$ cat config.mk
export PLATFORM = sky130hd
export DESIGN_NAME = mesh_inj_arbiter
export DESIGN_NICKNAME = d
export VERILOG_FILES = /design/src/rtl/mesh_inj_arbiter.sv
export SDC_FILE = /design/constraint.sdc
export NUM_CORES = 1
export LEC_CHECK = 0
export CAP_MARGIN = 20
export CORE_AREA = 2 2 111 113
export CTS_CLUSTER_DIAMETER = 30
export CTS_CLUSTER_SIZE = 8
export DETAILED_ROUTE_END_ITERATION = 10
export DIE_AREA = 0 0 113 115
export PLACE_DENSITY = 0.77
export REMOVE_ABC_BUFFERS = 1
export SYNTH_ARGS = -nofsm -noshare
export SYNTH_HDL_FRONTEND = slang
export SYNTH_SLANG_ARGS = --single-unit
$ cat constraint.sdc
create_clock -name clk -period 3.8 [get_ports clk]
set_input_delay 1.14 -clock clk [delete_from_list [all_inputs] [get_ports clk]]
set_output_delay 1.14 -clock clk [all_outputs]
set_load 0.01 [all_outputs]
$ cat src/rtl/mesh_inj_arbiter.sv
// Round-robin injector: shares one mesh router terminal port among NREQ fall-through FIFOs.
// Optional per-requester accepted-packet counters are enabled by defining MESH_ARB_STATS_EN.
module mesh_inj_arbiter #(
    parameter int unsigned NREQ    = 4,
    parameter int unsigned pckg_sz = 40,
    parameter int unsigned ROWS    = 4,
    parameter int unsigned COLUMS  = 4,
    parameter int unsigned TMO     = 255
) (
    input  logic                      clk,
    input  logic                      reset,
    input  logic [NREQ-1:0]           req_pndng,
    input  logic [NREQ*pckg_sz-1:0]   req_data,
    output logic [NREQ-1:0]           req_pop,
    output logic                      pndng_i_in,
    output logic [pckg_sz-1:0]        data_out_i_in,
    input  logic                      popin,
    output logic [NREQ-1:0]           grant,
    output logic                      busy,
    output logic                      drop,
    output logic                      tmo_err,
    output logic [NREQ*16-1:0]        grant_cnt
);

    localparam int unsigned IW      = $clog2(NREQ);
    localparam logic [3:0]  MaxRow  = 4'(ROWS + 1);
    localparam logic [3:0]  MaxCol  = 4'(COLUMS + 1);
    localparam logic [7:0]  TmoVal  = 8'(TMO);
    localparam logic [IW-1:0] LastRst = IW'(NREQ - 1);

    typedef enum logic {StIdle, StOffer} state_e;

    state_e              state_q, state_d;
    logic [IW-1:0]       last_q, last_d;
    logic [pckg_sz-1:0]  data_q, data_d;
    logic                pndng_q, pndng_d;
    logic [NREQ-1:0]     grant_q, grant_d;
    logic                drop_q, drop_d;
    logic                tmo_q, tmo_d;
    logic [7:0]          cnt_q, cnt_d;

    logic [NREQ-1:0]     win_oh;
    logic [IW-1:0]       win_idx;
    logic                any_req;
    logic [pckg_sz-1:0]  cap;
    logic                legal;
    logic                accept;

    // Scan downward so the lowest offset from last+1 is assigned last and wins.
    always_comb begin
        int unsigned idx;
        logic [IW-1:0] idx_w;
        idx     = 0;
        idx_w   = '0;
        win_idx = '0;
        win_oh  = '0;
        any_req = |req_pndng;
        for (int i = NREQ; i >= 1; i--) begin
            idx   = (int'(last_q) + i) % NREQ;
            idx_w = IW'(idx);
            if (req_pndng[idx_w]) begin
                win_idx = idx_w;
            end
        end
        win_oh[win_idx] = any_req;
    end

    always_comb begin
        cap = '0;
        for (int i = 0; i < NREQ; i++) begin
            if (win_oh[i]) begin
                cap = req_data[i*pckg_sz +: pckg_sz];
            end
        end
        legal = (cap[pckg_sz-9 -: 4] <= MaxRow) && (cap[pckg_sz-13 -: 4] <= MaxCol);
    end

    assign accept = (state_q == StOffer) && popin;

    always_comb begin
        state_d = state_q;
        last_d  = last_q;
        data_d  = data_q;
        pndng_d = pndng_q;
        grant_d = grant_q;
        drop_d  = 1'b0;
        tmo_d   = tmo_q;
        cnt_d   = cnt_q;
        req_pop = '0;
        unique case (state_q)
            StIdle: begin
                if (any_req) begin
                    req_pop = win_oh;
                    last_d  = win_idx;
                    if (legal) begin
                        state_d = StOffer;
                        data_d  = {8'h00, cap[pckg_sz-9:0]};
                        pndng_d = 1'b1;
                        grant_d = win_oh;
                        cnt_d   = '0;
                    end else begin
                        drop_d  = 1'b1;
                    end
                end
            end
            StOffer: begin
                if (popin) begin
                    state_d = StIdle;
                    pndng_d = 1'b0;
                    grant_d = '0;
                end else begin
                    if (cnt_q != 8'hFF) begin
                        cnt_d = cnt_q + 8'd1;
                    end
                    if (cnt_d == TmoVal) begin
                        tmo_d = 1'b1;
                    end
                end
            end
            default: state_d = StIdle;
        endcase
    end

    always_ff @(posedge clk) begin
        if (reset) begin
            state_q <= StIdle;
            last_q  <= LastRst;
            data_q  <= '0;
            pndng_q <= 1'b0;
            grant_q <= '0;
            drop_q  <= 1'b0;
            tmo_q   <= 1'b0;
            cnt_q   <= '0;
        end else begin
            state_q <= state_d;
            last_q  <= last_d;
            data_q  <= data_d;
            pndng_q <= pndng_d;
            grant_q <= grant_d;
            drop_q  <= drop_d;
            tmo_q   <= tmo_d;
            cnt_q   <= cnt_d;
        end
    end

    assign pndng_i_in    = pndng_q;
    assign data_out_i_in = data_q;
    assign grant         = grant_q;
    assign busy          = (state_q == StOffer);
    assign drop          = drop_q;
    assign tmo_err       = tmo_q;

`ifdef MESH_ARB_STATS_EN
    logic [NREQ*16-1:0] gcnt_q;

    always_ff @(posedge clk) begin
        if (reset) begin
            gcnt_q <= '0;
        end else begin
            for (int i = 0; i < NREQ; i++) begin
                if (accept && grant_q[i] && (gcnt_q[i*16 +: 16] != 16'hFFFF)) begin
                    gcnt_q[i*16 +: 16] <= gcnt_q[i*16 +: 16] + 16'd1;
                end
            end
        end
    end

    assign grant_cnt = gcnt_q;
`else
    logic unused_accept;
    assign unused_accept = accept;
    assign grant_cnt     = '0;
`endif

endmodule
==> flow_summary.toml <==
[outcome]
status = "complete, but fails checks"
violations = "DRC"

[finish]
layout.cells.non_filler = 817
layout-drive-gt1-share = 0.121
final_area_um2 = 5910
antenna_cells = 0
nets = 837
syn_to_final_growth_pct = 54.7
final_core_util = 0.501

[yosys]
synth_top_area_frac = 0.262
synth_common_cells = "nor2_1, buf_4, dfxtp_1"
ys_async_sr_fraction = 0
synth_ff_type = "dfxtp_1"
yosysWarnings = 0
netlist_instances = 483
synth_edf_count = 0
yosys_register_bits = 50
ys_types = 63
synth.cell_area_um2 = 3820
synth_seq_area_share = 0.262
yosysMostFrequentCell = "nor2_1"
yosysTopAreaCell = "dfxtp_1"
synth_area_per_cell_um2 = 7.91
ys_top_cells_by_area = "dfxtp_1, buf_4, nor2_1, a41oi_1, a2bb2oi_1"

[timing]
drv_slew = 0
relSlewSlack = 0.385
fin_crit_ns = 3.72
finClkSkew_ns = 0.00510
rsz0062_at_grt = "no"
setup_violations = 0
finalHoldViolCount = 0
worst_pin_slew_ns = 0.915
max_freq_mhz = 269
fin_crit_sh = 0.980

[clocking]
tritoncts = "built"
cts_root_buf = "clkbuf_16"
insertion_delay_ns = 0.29
clk_pin_slew_worst_paths_ns = 0.07
holdBufCountCts = 0
h-tree-depth = 2
cts_sinks = 50
cts_buffers = 5
cts_buffer_depth = 2

[setup_path]
path_max_fanout = 4
worstPathRequired_ns = 2.66
cp.arrival_ns = 2.58
crit_type = "input pin to output port"
cp-start-kind = "input pin"
cp-end-kind = "output port"

[global_routing]
overflow = 0
grt_usage = 0.195
grt_max_degree = 30
grt_pass1_vias = 4116
grt_pass1_wl_um = 20400
grt_antenna_before_repair = 0

[floorplanning]
die_area_um2 = 13000
fp.dieH_um = 115
dieWidth_um = 113
start_util = 0.324
io_pins = 283
core_area_um2 = 11800
rows = 40

[placement]
dp.cells = 808
port_buffers = 178
place.gp.congestion = 0.801
hpwl_um = 10500
placed_area_um2 = 5710

[power_and_ir_drop]
powerDensity_nw_per_um2 = 419
power.total_uw = 2480
peakVddDrop_mv = 0.177
p_leak_uw = 0.00226

[worst_hold_path]
hp-class = "flop to flop"

[route]
dr.pass1.iters = 10
ant_nets = 0
routed_wl_um = 13600
vias_per_cell = 5.29
drtIter0Drc = 307
drc = 14
vias = 4319
wl_per_cell_um = 16.7

[flow_run]
drv_cap = 0
worst max-delay path, stage by stage:
cell	delay [ns]
clkdlybuf4s50_1	0.44
nor2b_2	0.19
o21ai_2	0.16
nand3_2	0.12
buf_4	0.15
nor3_2	0.13
clkdlybuf4s15_2	0.25
registers in the layout, summed over array words and instances, names as in the netlist:
signal,cells
busy,1
cnt_q,8
data_out_i_in,32
drop,1
grant,4
last_q,2
pndng_i_in,1
tmo_err,1
kinds of logic after synthesis:
group,after synthesis,share of synthesized area
AOI/OAI and AO/OA,156,0.330
muxes,6,0.0164
xor gates and xnor gates,2,0.00458
adders and majority gates,1,0.00327
other,1,0.000981
DFF,50,0.262
and+or+nand+nor,151,0.184
buffers and inverters,116,0.198
placed cells by master (no fill, tap or decap), types with 6 or more instances in the layout:
cell	instances
dfxtp_1	50
a211oi_1	16
buf_12	6
buf_4	36
a21oi_1	30
nor2_1	79
a222oi_1	7
a41oi_1	33
a2bb2oi_1	19
nand2_1	19
nand3b_1	7
nand3_1	7
conb_1	72
a311oi_1	7
clkdlybuf4s50_1	171
area by class of cell:
cell class / count / area, um^2
repair buffers: 220 / 2150
inverters: 4 / 15.0
fillers: 1127 / 5900
clock buffers: 5 / 125
clock inverters: 3 / 45.0
flip-flops and latches: 50 / 1000
multi-input cells: 388 / 2390
well taps: 147 / 184
layer usage:
metal | GRT usage | part of all wire | up-vias
met5 | 0 | 0 | -
met1 | 0.216 | 0.37 | 2010
li1 | - | - | 2035
met2 | 0.373 | 0.52 | 254
met3 | 0.0474 | 0.092 | 20
met4 | 0.0496 | 0.014 | 0
where the power goes:
part	internal [uW]	leakage [uW]	switching, uW
clock network	311	0.0000760	206
logic	652	0.00178	627
registers	616	0.000408	64.5
per-stage QoR:
step	setup TNS, ns	hold WS [ns]	setup WS, ns
floorplan	-0.214	0.474	-0.107
global placement	-1.47	0.443	-0.429
detailed placement	-2.25	0.460	-0.493
CTS	0	0.479	0.000898
global route	0	0.486	0.00894
finish	0	0.468	0.0762
final timing paths:
path           startpoint                to  slack (ns)  depth (start not counted)
min            pndng_i_in        pndng_i_in        0.47                          2
max          req_pndng[3]        req_pop[0]        0.08                          7
max reg2reg     last_q[0]  data_out_i_in[1]        1.20                          8
min reg2reg    pndng_i_in        pndng_i_in        0.47                          2
repair_timing:
| action | CTS | global route |
|---|---|---|
| endpoints found under the hold margin | 0 | 0 |
| resized for setup | 15 | 9 |
| pin swaps | 1 | 2 |
| endpoints found under the setup margin | 4 | 4 |
| setup buffers | 1 | 0 |
(Power assumes the default switching activity.)
